[config.mk]
export PLATFORM = sky130hd
export DESIGN_NAME = fetch_sequencer
export DESIGN_NICKNAME = d
export VERILOG_FILES = /design/src/rtl/fetch_sequencer.sv
export SDC_FILE = /design/constraint.sdc
export NUM_CORES = 1
export LEC_CHECK = 0
export BUFFER_PORTS_ARGS = -buffer_cell sky130_fd_sc_hd__buf_2
export CAP_MARGIN = 30
export CORE_MARGIN = 2
export CORE_UTILIZATION = 49
export CTS_BUF_LIST = sky130_fd_sc_hd__clkbuf_16
export DETAILED_ROUTE_END_ITERATION = 10
export PLACE_DENSITY_LB_ADDON = 0.1
export SYNTH_ARGS = -nofsm -noshare
export SYNTH_HDL_FRONTEND = slang
export SYNTH_SLANG_ARGS = --single-unit
export TNS_END_PERCENT = 10
[constraint.sdc]
create_clock -name clk -period 2.1 [get_ports clk]
set_input_delay 0.105 -clock clk [delete_from_list [all_inputs] [get_ports clk]]
set_output_delay 0.105 -clock clk [all_outputs]
set_load 0.05 [all_outputs]
[src/rtl/fetch_sequencer.sv]
// Multi-port instruction fetch sequencer.
// Latches a bundle of up to NUM_PORTS fetch requests and serialises them onto a
// single-outstanding memory read channel, lowest port first. It then presents the
// whole bundle for one cycle. A flush aborts the bundle; if a read is already in
// flight, the sequencer waits for that read to return before going idle.
module fetch_sequencer #(
  parameter int ADDR_WIDTH = 32,
  parameter int DATA_WIDTH = 32,
  parameter int NUM_PORTS  = 2
) (
  input  logic                             clk,
  input  logic                             rst_n,
  input  logic [NUM_PORTS-1:0]             rreq_i,
  input  logic [NUM_PORTS*ADDR_WIDTH-1:0]  raddr_i,
  input  logic                             flush_i,
  output logic                             stallreq_o,
  output logic [NUM_PORTS-1:0]             rvalid_o,
  output logic [NUM_PORTS*ADDR_WIDTH-1:0]  raddr_o,
  output logic [NUM_PORTS*DATA_WIDTH-1:0]  rdata_o,
  output logic                             axi_req_o,
  output logic [ADDR_WIDTH-1:0]            axi_addr_o,
  input  logic                             axi_rvalid_i,
  input  logic [DATA_WIDTH-1:0]            axi_rdata_i
);

  localparam int IDX_W = (NUM_PORTS > 1) ? $clog2(NUM_PORTS) : 1;

  localparam logic [1:0] IDLE  = 2'd0;
  localparam logic [1:0] FETCH = 2'd1;
  localparam logic [1:0] RESP  = 2'd2;
  localparam logic [1:0] DRAIN = 2'd3;

  logic [1:0]            state_q, state_d;
  logic [NUM_PORTS-1:0]  pend_q, pend_d;
  logic [NUM_PORTS-1:0]  orig_q, orig_d;
  logic [IDX_W-1:0]      idx_q, idx_d;
  logic [ADDR_WIDTH-1:0] addr_q [NUM_PORTS];
  logic [ADDR_WIDTH-1:0] addr_d [NUM_PORTS];
  logic [DATA_WIDTH-1:0] buf_q  [NUM_PORTS];
  logic [DATA_WIDTH-1:0] buf_d  [NUM_PORTS];

  logic [NUM_PORTS-1:0]  idx_onehot;
  logic [NUM_PORTS-1:0]  pend_after;

  // Index of the lowest set bit; ports are always served in ascending order.
  function automatic logic [IDX_W-1:0] lowest_set(input logic [NUM_PORTS-1:0] m);
    logic [IDX_W-1:0] r;
    r = '0;
    for (int i = NUM_PORTS - 1; i >= 0; i--) begin
      if (m[i]) r = IDX_W'(i);
    end
    return r;
  endfunction

  // Pending mask with the port currently being fetched removed.
  always_comb begin
    idx_onehot = '0;
    for (int k = 0; k < NUM_PORTS; k++) begin
      idx_onehot[k] = (idx_q == IDX_W'(k));
    end
    pend_after = pend_q & ~idx_onehot;
  end

  // Sequencing: accept a bundle, walk its pending ports one read at a time, then respond or abort.
  always_comb begin
    state_d = state_q;
    pend_d  = pend_q;
    orig_d  = orig_q;
    idx_d   = idx_q;
    addr_d  = addr_q;
    buf_d   = buf_q;
    case (state_q)
      IDLE: begin
        if ((|rreq_i) && !flush_i) begin
          for (int k = 0; k < NUM_PORTS; k++) begin
            addr_d[k] = raddr_i[k*ADDR_WIDTH +: ADDR_WIDTH];
          end
          pend_d  = rreq_i;
          orig_d  = rreq_i;
          idx_d   = lowest_set(rreq_i);
          state_d = FETCH;
        end
      end
      FETCH: begin
        if (axi_rvalid_i) begin
          if (flush_i) begin
            state_d = IDLE;
          end else begin
            buf_d[idx_q] = axi_rdata_i;
            pend_d       = pend_after;
            if (|pend_after) begin
              idx_d = lowest_set(pend_after);
            end else begin
              state_d = RESP;
            end
          end
        end else if (flush_i) begin
          state_d = DRAIN;
        end
      end
      RESP: begin
        state_d = IDLE;
      end
      DRAIN: begin
        if (axi_rvalid_i) state_d = IDLE;
      end
      default: state_d = IDLE;
    endcase
  end

  // State, masks, index, and latched address/data storage; reset abandons any read in flight.
  always_ff @(posedge clk or negedge rst_n) begin
    if (!rst_n) begin
      state_q <= IDLE;
      pend_q  <= '0;
      orig_q  <= '0;
      idx_q   <= '0;
      for (int k = 0; k < NUM_PORTS; k++) begin
        addr_q[k] <= '0;
        buf_q[k]  <= '0;
      end
    end else begin
      state_q <= state_d;
      pend_q  <= pend_d;
      orig_q  <= orig_d;
      idx_q   <= idx_d;
      addr_q  <= addr_d;
      buf_q   <= buf_d;
    end
  end

  assign stallreq_o = (state_q != IDLE);
  assign axi_req_o  = (state_q == FETCH) || (state_q == DRAIN);
  assign axi_addr_o = axi_req_o ? addr_q[idx_q] : '0;
  assign rvalid_o   = ((state_q == RESP) && !flush_i) ? orig_q : '0;

  // Response slots are zeroed unless their valid bit is set.
  always_comb begin
    raddr_o = '0;
    rdata_o = '0;
    for (int k = 0; k < NUM_PORTS; k++) begin
      if (rvalid_o[k]) begin
        raddr_o[k*ADDR_WIDTH +: ADDR_WIDTH] = addr_q[k];
        rdata_o[k*DATA_WIDTH +: DATA_WIDTH] = buf_q[k];
      end
    end
  end

endmodule
# Word level (Yosys, flattened, before mapping)
# Index checks and enable logic that the tools add are counted.
# word_totals
reg_bits	135
latch_bits	0
ram_bits	0
mem_bits_ro	0
input_bits	102
output_inout_bits	164
elab_cells	72
n_memories	0
# classes
add_sub_neg	0
multipliers	0
div	0
order_cmp	2
eq_ne	10
n_shift	0
n_mux	32
bitwise	5
reduce_logical	15
# ops
op	n
32-bit two-way mux	9
64-bit bitwise mux	1
32-bit demux with 1-bit select	1
2-bit two-way mux	10
2-bit inequality test (second input constant)	5
1-bit two-way mux	8
2-bit case mux with 4 select lines	1
4-bit AND reduction	2
3-bit inequality test (second input constant)	2
5-bit AND reduction	1
2-bit == test (second input constant)	2
2-bit case mux with 2 select lines	1
2-bit nonzero test	2
2-bit OR reduction	2
1-bit logical AND	3
3-bit AND reduction	1
2-bit bitwise AND	1
2-bit by 1-bit == test with 1-bit output (second input constant)	1
2-bit greater-or-equal comparator (second input constant)	1
2-bit zero test	1
2-bit by 1-bit < comparator with 1-bit output (second input constant)	1
1-bit inverter	2
1-bit inverter with 2-bit output	1
2-bit inverter	1
4 further kinds	4

# Logic depth before layout (Yosys ltp)
# Gate-level depths: netlist (run 1).
# logic_depth
ltp_word	9
ltp_mapped	5
ltp_nobuf	3

# Least setup slack after synthesis (run 1)
# OpenSTA, ideal clock, no wires.
# synth_path
path_type	register to output
startpoint	reg state_q[0]
endpoint	out rdata_o[22]
arrival_time_ns	1.907
t_required_ns	1.995
setup_slack_ns	0.088
path_stages_with_launch	4
n_path_buf	1
cell_sequence	dfrtp_1 -> nor4b_1 -> clkbuf_1 -> and2_1
# synth_via
elab_chain_cells	4
# synth_lines
element	line	rtl
start, declared	33	logic [1:0] state_q, state_d;
start signal, assigned	123	state_q <= state_d;
2-bit == test	135	assign rvalid_o = ((state_q == RESP) && !flush_i) ? orig_q : '0;
1-bit logical AND	135	
2-bit two-way mux	135	
named net rvalid_o[0]	17	output logic [NUM_PORTS-1:0] rvalid_o,
32-bit two-way mux	142	if (rvalid_o[k]) begin
end, declared	19	output logic [NUM_PORTS*DATA_WIDTH-1:0] rdata_o,
# The timed path passes the listed nets, and every way through them passes these cells.

# Final worst setup path (run 1)
# layout_path
startpoint	reg state_q[0]
endpoint	out rdata_o[26]
# layout_via
elab_chain_cells	4
# layout_lines
element	line
2-bit == test	135
1-bit logical AND	135
2-bit two-way mux	135
32-bit two-way mux	142
# No other way between the ends.

==> results of run 1 <==
worst paths after layout:
kind                              start           to  slack, ns  depth (start not counted)
max                          state_q[0]  rdata_o[26]     -0.002                          7
min                        axi_rvalid_i   state_q[0]       0.05                          3
max reg2reg                  state_q[0]   addr_q[62]       0.15                          5
min reg2reg                   buf_q[26]    buf_q[26]       0.50                          1
max in group asynchronous         rst_n     buf_q[9]       1.07                          3
min in group asynchronous         rst_n   addr_q[15]       0.25                          2
Yosys cell counts (all sizes together):
library cell  number
buf               17
nor3b              1
o2111ai            1
or2                1
a41oi              2
mux2             128
o2bb2ai            1
and3               1
nor2               3
o21ai              2
nor4               1
dfrtp            135
nand2b             3
a21o               1
nor4bb             1
nor4b              1
inv                2
or4b               1
and2             128
or3                1
a22o               2
clkbuf            20
nand3b             2
nor2b             32
and4               1
o21a               1
o31ai              1
mux2i             33
metal layers:
layer  vias to the layer above  part of all wire [%]  global-route usage [%]
met4                         0                   2.8                    10.1
met1                      2770                    41                    32.5
met3                        47                   5.6                    5.52
li1                       2510                     -                       -
met5                         -                     0                       0
met2                       221                    51                    44.5
flip-flops by register name (all words and copies together) (netlist names):
signal   cells
addr_q      64
pend_q       2
buf_q       64
idx_q        1
orig_q       2
state_q      2
repair_timing:
action                                  4_1_cts  5_1_grt
gates resized for setup                      91      225
pin swaps                                     2       15
gates cloned                                  2        1
hold endpoints to repair                    193        0
buffers inserted                              4        4
hold buffers                                 98        0
endpoints found under the setup margin      129      120
per-stage QoR:
step           util [%]  hold WS (ns)
2_1_floorplan         -        -0.191
3_3_place_gp       62.3         0.138
3_5_place_dp       62.3         0.138
4_1_cts            75.9        0.0229
5_1_grt            80.3        0.0653
6_report           80.3        0.0499
worst reg2reg max path: cells and delay by family (launching register included):
| kind | cells | cell delay [ns] |
|---|---|---|
| buffers and inverters | 3 | 0.64 |
| flip-flops | 1 | 0.44 |
| AND/OR/NAND/NOR | 1 | 0.30 |
| multiplexers | 1 | 0.45 |
power breakdown:
group | switching, mW | total (mW) | internal (mW) | leakage [nW]
combinational | 3.33 | 6.03 | 2.70 | 3.39
sequential | 0.856 | 4.78 | 3.92 | 1.61
clock | 1.01 | 2.57 | 1.56 | 0.257
total | 5.20 | 13.4 | 8.18 | 5.26
final cells by class:
type	instances	area share (%)
clock buffers	17	4.00
inverters	2	0.0706
clock inverters	12	0.694
repair buffers	389	31.1
well taps	176	2.07
flip-flops and latches	135	31.8
multi-input cells	349	30.3
logic make-up after synthesis:
family          Yosys count  synth area share, %
mux                     161                 28.3
compound gates           11                 1.28
simple gates            177                 16.9
buf+inv                  39                 2.74
flops                   135                 50.7
==> results.tsv, run 1 <==
stage	metric	value	unit
timing	fin_skew	0.00554	ns
pwr	peakVddDrop	0.000935	V
finish	layout.nets	996	
die	ios	266	
die	die_y	121	µm
yosys	synth_top_area_share	50.7	%
timing	worst_pin_slew	0.605	ns
finish	regArea	3380	µm²
placement	dpl.cell_count	942	
clock_tree	cts_buffers	17	
clock_tree	clock_sinks	135	
finish	layout.cells.non_filler	1080	
yosys	yosysSeqAreaShare	50.7	%
finish	fillers	754	
global_routing	grt_pass1_wl	29.5	mm
finish	layout_commonest_cell	buf_2	
yosys	synth_top_area_cell	dfrtp_1	
placement	dpl-instance-area	8250	µm²
finish	drive_above_1_share	52.9	%
global_routing	antenna_found_initial	0	
global_routing	grt_pass1_vias	5759	
drt	ant_nets	0	
outcome	violations	setup timing	
clock_tree	clkLatencyLatePin	0.41	ns
die	core	13200	µm²
placement	hpwl	11.7	mm
clock_tree	cts_buffer_depth	2	
finish	final_design_area_no_fill	10600	µm²
yosys	synth_cells	523	
pwr	p_leak	5.26	nW
yosys	ys_ff_latch	135	
global_routing	grt_remaining_overflow	0	
clock_tree	cts_tree	done	
finish	multi_input_area	3220	µm²
die	die_area	14500	µm²
die	die_w	121	µm
finish	diodes	0	
placement	gp_congestion	0.850	
timing	relSlewSlack	59.6	%
yosys	synth_cell_types	31	
pwr	finalPower	13.4	mW
timing	rsz0062_at_grt	yes	
timing	maxSlewViolCount	0	
clock_tree	htree_num_levels	4	
worst_setup_path	worstSetupPathType	reg2out	
worst_hold_path	hp-class	in2reg	
worst_setup_path	max_stage_delay	0.44	ns
die	start_util	50.3	%
drt	drt-initial-drc-count	315	
worst_setup_path	cp_num_buf_inv	5	
yosys	synthesis.nets	625	
drt	drc	0	
placement	io_buffers	265	
drt	vias_per_cell	5.14	
timing	fin_ws	-0.00188	ns
worst_setup_path	path_max_fanout	7	
worst_setup_path	path_cells	buf_6 > nor4b_4 > buf_4 > buf_6 > clkbuf_16 > and2_4 > buf_8	
clock_tree	cts.reportedPaths.clkPinSlew	0.05	ns
placement	post-place-ws	0.167	ns
yosys	synth_area_leaders	dfrtp_1 (51%), mux2_2 (17%), and2_1 (12%), mux2_4 (6.8%), mux2i_1 (5.0%)	
timing	finalSetupTns	-0.00188	ns
timing	hold_viol	0	
worst_setup_path	cpMostUsedCell	buf_6	
worst_setup_path	end_kind	output port	
timing	setup_viol	1	
drt	vias	5548	
outcome	outcome	finished, violations left	
worst_setup_path	critPathArrivalTime	2.00	ns
yosys	syn_area_per_cell	12.7	µm²
yosys	syn_area	6660	µm²
drt	avgRoutedWirePerCell	18.5	µm
worst_setup_path	worst_setup_path_start_kind	register	
yosys	yosysWarnings	0	
global_routing	grt_max_degree	68	
drt	dr.pass1.iters	4	
finish	mostFrequentLayoutCells	buf_2 (136), dfrtp_1 (133), mux2_2 (98), dlygate4sd3_1 (98), and2_1 (97)	
worst_setup_path	crit_family	buffers and inverters	
die	row_count	42	
worst_setup_path	cp.required	2.00	ns
global_routing	grt_util_all_layers	26.1	%
job	drv_cap	0	
timing	fmax	476	MHz
pwr	powerDensity	1260	nW/µm²
timing	period_share	100	%
clock_tree	cts-root-buf	clkbuf_16	
finish	area_growth	59.7	%
timing	min_period	2.10	ns
drt	routed_wirelength	20.0	mm
worst_setup_path	cp_slowest_cell	dfrtp_2	
No activity file was read; power rests on OpenSTA's default activity.
==> run 2, diff against run 1 <==
--- a/config.mk
+++ b/config.mk
@@ -16,3 +16,3 @@
 export SYNTH_HDL_FRONTEND = slang
 export SYNTH_SLANG_ARGS = --single-unit
-export TNS_END_PERCENT = 10
+export TNS_END_PERCENT = 50
==> constraint.sdc (replaced) <==
create_clock -name clk -period 2.1 [get_ports clk]
set_input_delay 0.315 -clock clk [delete_from_list [all_inputs] [get_ports clk]]
set_output_delay 0.315 -clock clk [all_outputs]
set_load 0.05 [all_outputs]
==> results.tsv, run 2 (synthesized netlist as in run 1, its figures left out) <==
stage	metric	value	unit	change
finish	fin_util	81.7	%	+1.4 points
finish	layout_commonest_cell	buf_2		
timing	finalSetupTns	-11.00	ns	-10.99 ns
pwr	peakVddDrop	0.000998	V	+6.8%
die	die_w	121	µm	unchanged
clock_tree	clkLatencyLatePin	0.42	ns	about the same
global_routing	use_met2	42.8	%	-1.8 points
global_routing	grt_max_degree	69		+1.5%
timing	period_share	107	%	+7.2 points
finish	top_regs	addr_q: 64 flops, buf_q: 64 flops		
finish	mostFrequentLayoutCells	buf_2 (134), dfrtp_1 (133), and2_4 (106)		
placement	gp_congestion	0.812		-4.4%
finish	fillers	722		-4.2%
timing	fin_skew	0.0139	ns	+0.00835 ns
die	die_area	14500	µm²	unchanged
global_routing	grt_pass1_wl	28.7	mm	-2.7%
die	ios	266		unchanged
die	core	13200	µm²	unchanged
timing	maxSlewViolCount	0		unchanged
timing	min_period	2.25	ns	+0.151 ns
drt	vias_per_cell	5.29		+3.1%
clock_tree	cts-root-buf	clkbuf_16		
job	drv_cap	0		unchanged
finish	layout.nets	915		-8.1%
timing	hold_ws	0.127	ns	+0.0772 ns
timing	worst_pin_slew	0.542	ns	-0.0637 ns
drt	drc	0		unchanged
finish	area_growth	62.5	%	
worst_setup_path	path_max_fanout	6		-1
drt	routed_wirelength	21.3	mm	+6.9%
global_routing	grt-busiest-layer	met2		
outcome	violations	setup timing		
worst_setup_path	r2r_end	buf_q[51]		
clock_tree	cts_buffers	17		unchanged
clock_tree	cts_buffer_depth	2		unchanged
worst_setup_path	worstSetupPathType	reg2out		
drt	vias	5315		-4.2%
die	die_y	121	µm	unchanged
worst_setup_path	r2r_cells	5		unchanged
worst_setup_path	r2r_slack	0.04	ns	-0.11 ns
outcome	outcome	finished, violations left		
clock_tree	clock_sinks	135		unchanged
pwr	powerDensity	1290	nW/µm²	+2.7%
timing	fmax	444	MHz	-6.7%
drt	dr.pass1.iters	4		unchanged
global_routing	grt_pass1_vias	5380		-6.6%
timing	fin_ws	-0.153	ns	-0.151 ns
die	start_util	50.3	%	unchanged
drt	drt-initial-drc-count	289		-8.3%
worst_setup_path	reg2reg_from	state_q[1]		
timing	rsz0062_at_grt	yes		
timing	hold_viol	0		unchanged
placement	hpwl	11.3	mm	-3.6%
drt	ant_nets	0		unchanged
worst_setup_path	critPathArrivalTime	1.94	ns	-0.06 ns
finish	drive_above_1_share	69.6	%	+17 points
worst_setup_path	worst_setup_path_start_kind	register		
worst_setup_path	crit_end	raddr_o[10]		
worst_setup_path	crit_start	state_q[1]		
die	row_count	42		unchanged
pwr	finalPower	14.0	mW	+4.5%
clock_tree	cts.reportedPaths.clkPinSlew	0.05	ns	about the same
worst_setup_path	end_kind	output port		
timing	relSlewSlack	63.9	%	+4.2 points
global_routing	grt_remaining_overflow	0		unchanged
global_routing	use_met1	32.5	%	-0.038 points
clock_tree	cts_tree	done		
global_routing	antenna_found_initial	1		+1
placement	io_buffers	265		unchanged
global_routing	grt_util_all_layers	25.8	%	-0.30 points
timing	setup_viol	128		+127
worst_hold_path	hp-class	in2reg		
clock_tree	htree_num_levels	4		unchanged
drt	avgRoutedWirePerCell	21.3	µm	+15%
worst_setup_path	cp.required	1.78	ns	-0.22 ns
global_routing	use_met3	7.26	%	+1.7 points
pwr	p_leak	5.28	nW	+0.36%
run 2: cell count changes in the layout (fill, tap and decap cells not counted), moves of 5 or more:
cell	previous run	this run
dlygate4sd3_1	98	1
clkbuf_4	18	0
and2_4	31	106
and2_1	97	22
buf_4	55	12
buf_6	52	34
buf_12	8	14
clkbuf_16	18	23
buf_8	20	104
run 2: report_power, final:
group	internal (mW)	switching, mW
sequential	3.92	0.956
combinational	2.81	3.40
clock	1.82	1.07
total	8.56	5.43
run 2: critical path, cell delays in order (launching register included):
cell and delay, ns:
dfrtp_1 0.37, buf_6 0.12, nor4b_4 0.26, buf_6 0.21, buf_4 0.14, buf_12 0.12, and2_4 0.16, buf_8 0.14
run 2: how the worst min path moves through the flow:
stage	end	slack, ns	depth (start not counted)	from
finish	addr_q[43]	0.13	2	raddr_i[11]
global route	addr_q[23]	0.11	2	raddr_i[55]
CTS	addr_q[61]	0.12	2	raddr_i[29]
detailed placement	addr_q[43]	0.31	1	rst_n
global placement	addr_q[43]	0.30	1	rst_n
floorplan	addr_q[0]	0.02	0	rst_n
run 2: timing repair:
action                                 CTS  global route
cloned                                   5             8
hold buffers                             1             0
pin swaps                                8            38
setup buffers                           10             5
gates resized for setup                300           197
endpoints found under the hold margin   52             0
setup endpoints to repair              132           177
run 2: cell type report:
type	instances	area [µm²]	area share, %
clock inverters	15	144	1.33
inverters	2	7.51	0.0694
diodes	2	5.00	0.0463
multi-input cells	349	3410	31.5
flip-flops and latches	135	3380	31.2
repair buffers	308	3230	29.8
clock buffers	17	425	3.93
well taps	176	220	2.04
run 2: per-layer routing:
layer / share of wire [%] / routed length (µm)
met5: 0 / 0
met4: 2.7 / 580
met3: 7.0 / 1510
met2: 51 / 10900
met1: 39 / 8340
run 2: through the flow:
step           instances  area (µm²)  worst slack, ns
2_1_floorplan        523        6660          -0.0419
6_report            1004       10800           -0.153
4_1_cts              990        9960           -0.101
5_1_grt             1004       10800           -0.214
3_3_place_gp         942        8280            0.121
3_5_place_dp         942        8280           0.0195
